## src/rtl/fifo_drain_arb.sv

```systemverilog
// Round-robin drain arbiter: grants one of N FWFT FIFOs and drains up to BURST
// beats from it into a single registered valid/ready output stage.
module fifo_drain_arb #(
  parameter int N     = 4,
  parameter int WIDTH = 8,
  parameter int BURST = 4
) (
  input  logic                   clk,
  input  logic                   rst,
  input  logic [N-1:0]           req_en,
  input  logic [N-1:0]           fifo_empty,
  input  logic [N*WIDTH-1:0]     fifo_data,
  output logic [N-1:0]           fifo_ren,
  output logic                   out_valid,
  output logic [WIDTH-1:0]       out_data,
  input  logic                   out_ready,
  output logic [$clog2(N)-1:0]   grant_id,
  output logic                   busy
);

  localparam int GW = $clog2(N);
  localparam int CW = $clog2(BURST + 1);

  typedef enum logic {S_IDLE, S_BURST} state_t;

  state_t           state_reg, state_next;
  logic [GW-1:0]    grant_reg, grant_next;
  logic [GW-1:0]    last_grant_reg, last_grant_next;
  logic [CW-1:0]    beat_cnt_reg, beat_cnt_next;
  logic             out_valid_reg, out_valid_next;
  logic [WIDTH-1:0] out_data_reg, out_data_next;

  logic [N-1:0]     eligible;
  logic [WIDTH-1:0] head_data [N];
  logic [GW:0]      rot_sum [N];
  logic [GW-1:0]    rot_idx [N];
  logic [GW-1:0]    sel_idx;
  logic             sel_found;
  logic             pop;
  logic             last_beat;

  assign eligible = req_en & ~fifo_empty;

  // rot_idx[k] is the k-th candidate in priority order, starting after last_grant
  generate
    for (genvar gi = 0; gi < N; gi++) begin : g_lane
      assign head_data[gi] = fifo_data[gi*WIDTH +: WIDTH];
      assign fifo_ren[gi]  = pop & (grant_reg == GW'(gi));
      assign rot_sum[gi]   = {1'b0, last_grant_reg} + (GW+1)'(gi + 1);
      assign rot_idx[gi]   = (rot_sum[gi] >= (GW+1)'(N)) ? GW'(rot_sum[gi] - (GW+1)'(N))
                                                         : rot_sum[gi][GW-1:0];
    end
  endgenerate

  always_comb begin
    sel_found = 1'b0;
    sel_idx   = grant_reg;
    for (int k = 0; k < N; k++) begin
      if (!sel_found && eligible[rot_idx[k]]) begin
        sel_found = 1'b1;
        sel_idx   = rot_idx[k];
      end
    end
  end

  // Pop only when the output stage is free or being emptied this cycle; never in reset.
  assign pop = !rst && (state_reg == S_BURST) && eligible[grant_reg]
               && (!out_valid_reg || out_ready);
  assign last_beat = (beat_cnt_reg == CW'(BURST - 1));

  always_comb begin
    state_next      = state_reg;
    grant_next      = grant_reg;
    last_grant_next = last_grant_reg;
    beat_cnt_next   = beat_cnt_reg;
    out_valid_next  = out_valid_reg;
    out_data_next   = out_data_reg;

    case (state_reg)
      S_IDLE: begin
        if (sel_found) begin
          grant_next    = sel_idx;
          beat_cnt_next = '0;
          state_next    = S_BURST;
        end
      end
      S_BURST: begin
        if (!eligible[grant_reg]) begin
          state_next      = S_IDLE;
          last_grant_next = grant_reg;
        end else if (pop) begin
          beat_cnt_next = beat_cnt_reg + 1'b1;
          if (last_beat) begin
            state_next      = S_IDLE;
            last_grant_next = grant_reg;
          end
        end
      end
      default: state_next = S_IDLE;
    endcase

    if (pop) begin
      out_valid_next = 1'b1;
      out_data_next  = head_data[grant_reg];
    end else if (out_valid_reg && out_ready) begin
      out_valid_next = 1'b0;
    end
  end

  always_ff @(posedge clk) begin
    if (rst) begin
      state_reg      <= S_IDLE;
      grant_reg      <= '0;
      last_grant_reg <= GW'(N - 1);
      beat_cnt_reg   <= '0;
      out_valid_reg  <= 1'b0;
      out_data_reg   <= '0;
    end else begin
      state_reg      <= state_next;
      grant_reg      <= grant_next;
      last_grant_reg <= last_grant_next;
      beat_cnt_reg   <= beat_cnt_next;
      out_valid_reg  <= out_valid_next;
      out_data_reg   <= out_data_next;
    end
  end

  assign out_valid = out_valid_reg;
  assign out_data  = out_data_reg;
  assign grant_id  = grant_reg;
  assign busy      = (state_reg == S_BURST);

endmodule
```

## config.mk

```make
export PLATFORM = sky130hd
export DESIGN_NAME = fifo_drain_arb
export DESIGN_NICKNAME = d
export VERILOG_FILES = /design/src/rtl/fifo_drain_arb.sv
export SDC_FILE = /design/constraint.sdc
export NUM_CORES = 1
export LEC_CHECK = 0
export ABC_AREA = 1
export BUFFER_PORTS_ARGS = -buffer_cell sky130_fd_sc_hd__buf_4
export CAP_MARGIN = 20
export CORE_ASPECT_RATIO = 1.1
export CORE_MARGIN = 5
export CORE_UTILIZATION = 30
export DETAILED_ROUTE_END_ITERATION = 10
export HOLD_SLACK_MARGIN = 0.02
export PLACE_DENSITY_LB_ADDON = 0.05
export SYNTH_ARGS = -nofsm -noshare
export SYNTH_HDL_FRONTEND = slang
export SYNTH_SLANG_ARGS = --single-unit
```

## constraint.sdc

```tcl
create_clock -name clk -period 4.9 [get_ports clk]
set_clock_uncertainty 0.1 [all_clocks]
set_input_delay 1.225 -clock clk [delete_from_list [all_inputs] [get_ports clk]]
set_output_delay 1.225 -clock clk [all_outputs]
set_load 0.02 [all_outputs]
```

==> impl_metrics.toml, run 1 <==
[status]
status = "finished, final reports clean"

[placed_design]
io_buffers = 58
place_inst = 308
dp_hpwl_mm = 3.25
gp_congestion = 0.821

[power_and_ir_drop]
finalPower_mw = 0.641
powerDensity_nw_per_um2 = 353
ir_drop_v = 0.000206
p_leak_nw = 0.897

[grt]
grt_antenna_before_repair = 0
grt_pass1_vias = 1347
gr-total-overflow = 0
grt_pass1_wl_mm = 6.53
grt_max_degree = 18
track_usage_pct = 14.0

[floorplan]
die_area_um2 = 5890
die_y_um = 80.0
core_um2 = 4320
ios = 59
chipWidth_um = 73.6
initial_utilization_pct = 31.0
rows = 25

[cts]
cts_tree = "done"
clk_path_buf_depth = 2
cts_resized = 0
cts_root_buf = "clkbuf_8"
cts_made_buffers = 3
post_cts_buffers = 0
path_clk_slew_ns = 0.06
clk-insertion-delay-late_ns = 0.25
cts.sinks = 17
cts_hold_buf = 0
htreeDepth = 1

[timing]
max_freq_mhz = 263
tightest_slew_ns = 0.923
hold_viol_final = 0
drv_slew = 0
setup_viol = 0
period_needed_ns = 3.80
fin_crit_sh_pct = 77.5
finalSetupTns_ns = 0
slew_headroom_pct = 38.4
rsz0062_at_grt = "no"

[route]
vias_per_cell = 4.61
routedWlPerCell_um = 13.0
drc_errors = 0
routed_wl_mm = 4.07
ant_nets = 0
via_count = 1437
first_iter_violations = 93
drt_first_pass_iters = 4

[final_layout]
final_nets = 304
mostFrequentLayoutCell = "buf_4"
layout_common_cells = "buf_4 (58), nand2_1 (55), nand3_1 (31)"
multiInputGateArea_um2 = 810
fin_util_pct = 42.1
instances_no_fill = 312
diodes = 0
largest_reg_flops = 8
area_growth_syn_to_layout_pct = 36.0
register_area_um2 = 340
drive_above_1_share_pct = 31.8
fill_cells = 484

[worst_setup_path]
cp-start-kind = "primary input"
worstPathRequired_ns = 3.58
crit_path_start = "fifo_empty[1]"
timing.setup.critical_path_class = "primary input to output port"
end_kind = "output port"
crit_fanout = 8
timing.rr.start = "grant_id[0]"
arrival_ns = 2.47

[logic_synthesis]
yosys-top-cells-area = "dfxtp_1 (25%), nand2_1 (15%), nand3_1 (12%), inv_1 (7.3%), a21oi_1 (3.7%)"
ys_seq_area_share_pct = 25.5
netlist_area_um2 = 1340
syn_inst = 204
synth_top_area_share_pct = 25.5
synth_fp_nets = 249
ys_seq_elements = 17
synth_top_area_cell = "dfxtp_1"
avgSynthCellArea_um2 = 6.55
synth_cell_types = 33
yosys_warnings = 0

[run]
maxCapViolCount = 0

[min_path]
hold_path.class = "register to register"
min_from = "out_data[4]"
-- final cells by class --
class | instances | area share, %
well taps | 54 | 3.72
inverters | 30 | 6.61
clock buffers | 4 | 2.48
flip-flops and latches | 17 | 18.7
multi-input cells | 149 | 44.5
repair buffers | 58 | 24.0
-- through the flow --
stage / hold slack (ns) / instance area, um^2 / worst slack [ns]
2_1_floorplan: 0.357 / 1340 / 1.28
3_5_place_dp: 0.343 / 1770 / 1.07
3_3_place_gp: 0.335 / 1770 / 1.08
5_1_grt: 0.392 / 1820 / 0.951
6_report: 0.349 / 1820 / 1.10
4_1_cts: 0.352 / 1820 / 1.07
-- worst paths after layout --
| check | cells after the start | endpoint | slack (ns) |
|---|---|---|---|
| min reg2reg | 2 | out_data[4] | 0.35 |
| max reg2reg | 7 | beat_cnt_reg[1] | 2.79 |
| max | 7 | fifo_ren[1] | 1.10 |
| min | 2 | out_data[4] | 0.35 |
-- synthesized netlist by cell type --
| master | number |
|---|---|
| or2_2 | 1 |
| nand2_2 | 2 |
| buf_6 | 4 |
| inv_6 | 1 |
| nand3_1 | 31 |
| nor2_1 | 11 |
| o31ai_2 | 1 |
| a21oi_2 | 1 |
| inv_1 | 26 |
| o21ai_2 | 1 |
| nand4_2 | 1 |
| inv_2 | 2 |
| a21boi_2 | 1 |
| a21oi_1 | 10 |
| ha_1 | 2 |
| nand2_1 | 55 |
| nor3_1 | 3 |
| inv_4 | 1 |
| o21ai_0 | 8 |
| o22ai_1 | 2 |
| clkbuf_1 | 1 |
| dfxtp_1 | 17 |
| nor2_4 | 2 |
| nor2_8 | 1 |
| o21a_1 | 1 |
| buf_2 | 2 |
| nand3_4 | 1 |
| buf_4 | 1 |
| nand3_2 | 1 |
| nand4_4 | 1 |
| nand4_1 | 8 |
| o2111ai_1 | 1 |
| nand2_4 | 3 |
-- worst max-delay path: stages --
cell     delay [ns]
buf_4          0.11
nor2_1         0.22
nand3_2        0.12
nand4_4        0.13
nand4_2        0.24
nor3_1         0.24
buf_4          0.18
-- power by group --
part	leakage, nW	switching [mW]	internal, mW
registers	0.139	0.0559	0.162
logic	0.735	0.190	0.129
clock network	0.0228	0.0462	0.0576
-- metal layers --
metal / global-route usage [%] / vias up / wire (um)
li1: - / 780 / -
met1: 20.5 / 619 / 1920
met2: 20.2 / 34 / 1870
met3: 2.52 / 4 / 218
met4: 4.53 / 0 / 51
met5: 0 / - / 0
-- logic make-up after synthesis --
kind of cell | share of synthesized area (%)
simple gates | 46.7
buf+inv | 14.0
compound gates | 12.0
flops | 25.5
fa+ha+maj | 1.87
Power figures use the tool's default switching activity.
==> inputs of run 2 (changes only) <==
- clock period: 4.9 -> 3.2 ns (I/O delays scaled with it)
==> impl_metrics.toml, run 2 (synthesis gave the netlist of run 1 again) <==
[cts]
post_cts_buffers = 0
cts_resized = 0
path_clk_slew_ns = 0.06
cts_root_buf = "clkbuf_8"
cts_tree = "done"
cts_made_buffers = 3
htreeDepth = 1
clk-insertion-delay-late_ns = 0.25
cts_hold_buf = 0
clk_path_buf_depth = 2
cts.sinks = 17

[placed_design]
io_buffers = 58
dp_hpwl_mm = 3.34
place_ws_ns = 0.284
gp_congestion = 0.812
placed_area_um2 = 1800

[floorplan]
die_area_um2 = 5890
chipWidth_um = 73.6
core_um2 = 4320
initial_utilization_pct = 31.0
ios = 59
die_y_um = 80.0
rows = 25

[route]
via_count = 1468
drc_errors = 0
routed_wl_mm = 4.07
vias_per_cell = 4.65
drt_first_pass_iters = 4
first_iter_violations = 76
ant_nets = 0
routedWlPerCell_um = 12.9

[timing]
setup_viol = 0
max_freq_mhz = 344
fin_crit_sh_pct = 90.8
whs_ns = 0.344
tightest_slew_ns = 0.494
slew_headroom_pct = 67.0
finalSetupTns_ns = 0
rsz0062_at_grt = "no"
period_needed_ns = 2.91
hold_viol_final = 0
drv_slew = 0
setup_ws_ns = 0.293

[worst_setup_path]
crit_path_start = "grant_id[1]"
timing.rr.start = "grant_id[1]"
timing.setup.critical_path_class = "register to output port"
end_kind = "output port"
crit_fanout = 11
arrival_ns = 2.01
worstPathRequired_ns = 2.30
cp-start-kind = "register"

[power_and_ir_drop]
p_leak_nw = 0.916
powerDensity_nw_per_um2 = 539
ir_drop_v = 0.000244
finalPower_mw = 0.996

[grt]
grt_pass1_wl_mm = 6.36
met3_usage_pct = 2.64
grt_max_degree = 18
grt.met2_usage_pct = 20.6
grt_antenna_before_repair = 0
gr-total-overflow = 0
track_usage_pct = 13.8
use_met1_pct = 19.8
grt_pass1_vias = 1314
busiest_layer = "met2"

[final_layout]
area_growth_syn_to_layout_pct = 38.3
layout_common_cells = "buf_4 (62), nand2_1 (55), nand3_1 (31)"
drive_above_1_share_pct = 32.8
diodes = 0
final_nets = 308
largest_reg_flops = 8
final_area_um2 = 1850
mostFrequentLayoutCell = "buf_4"

[min_path]
hold_path.class = "register to register"
min_from = "out_data[0]"

[run]
maxCapViolCount = 0

[status]
status = "finished, final reports clean"
-- run 2: cell types whose count changed in the layout (fill, tap and decap cells not counted), sizes merged --
cell | previous run | this run
buf | 58 | 62
-- run 2: through the flow --
| step | utilization [%] | instances |
|---|---|---|
| 6_report | 42.8 | 316 |
| 5_1_grt | 42.8 | 316 |
| 4_1_cts | 42.8 | 316 |
| 3_5_place_dp | 41.8 | 312 |
| 3_3_place_gp | 41.8 | 312 |
| 2_1_floorplan | - | 204 |
-- run 2: layer usage --
metal / up-vias / part of all wire (%) / wire length, um
met1: 648 / 47 / 1910
met4: 0 / 1.1 / 46
met3: 5 / 5.4 / 221
met5: - / 0 / 0
met2: 31 / 46 / 1890
li1: 784 / - / -
-- run 2: area by class of cell --
type,instances,area (um^2)
clock buffers,4,45.0
fillers,467,2470
flip-flops and latches,17,340
inverters,30,120
well taps,54,67.6
multi-input cells,149,810
repair buffers,62,465
-- run 2: worst max-delay path: stages (launching register included) --
cell and delay [ns]:
dfxtp_1 0.63, inv_6 0.13, nor2_8 0.18, nand2_2 0.09
nand4_4 0.12, nand4_2 0.15, nor3_1 0.25, buf_4 0.19
-- run 2: worst paths after layout --
kind	slack, ns	endpoint	cells after the start
setup reg to reg	1.32	beat_cnt_reg[2]	8
hold / removal	0.34	out_data[0]	2
setup / recovery	0.29	fifo_ren[1]	7
hold reg to reg	0.34	out_data[0]	2
-- run 2: power breakdown --
| group | internal [mW] | total (mW) | switching (mW) |
|---|---|---|---|
| Clock | 0.0883 | 0.158 | 0.0700 |
| Sequential | 0.249 | 0.302 | 0.0536 |
| Combinational | 0.212 | 0.536 | 0.324 |
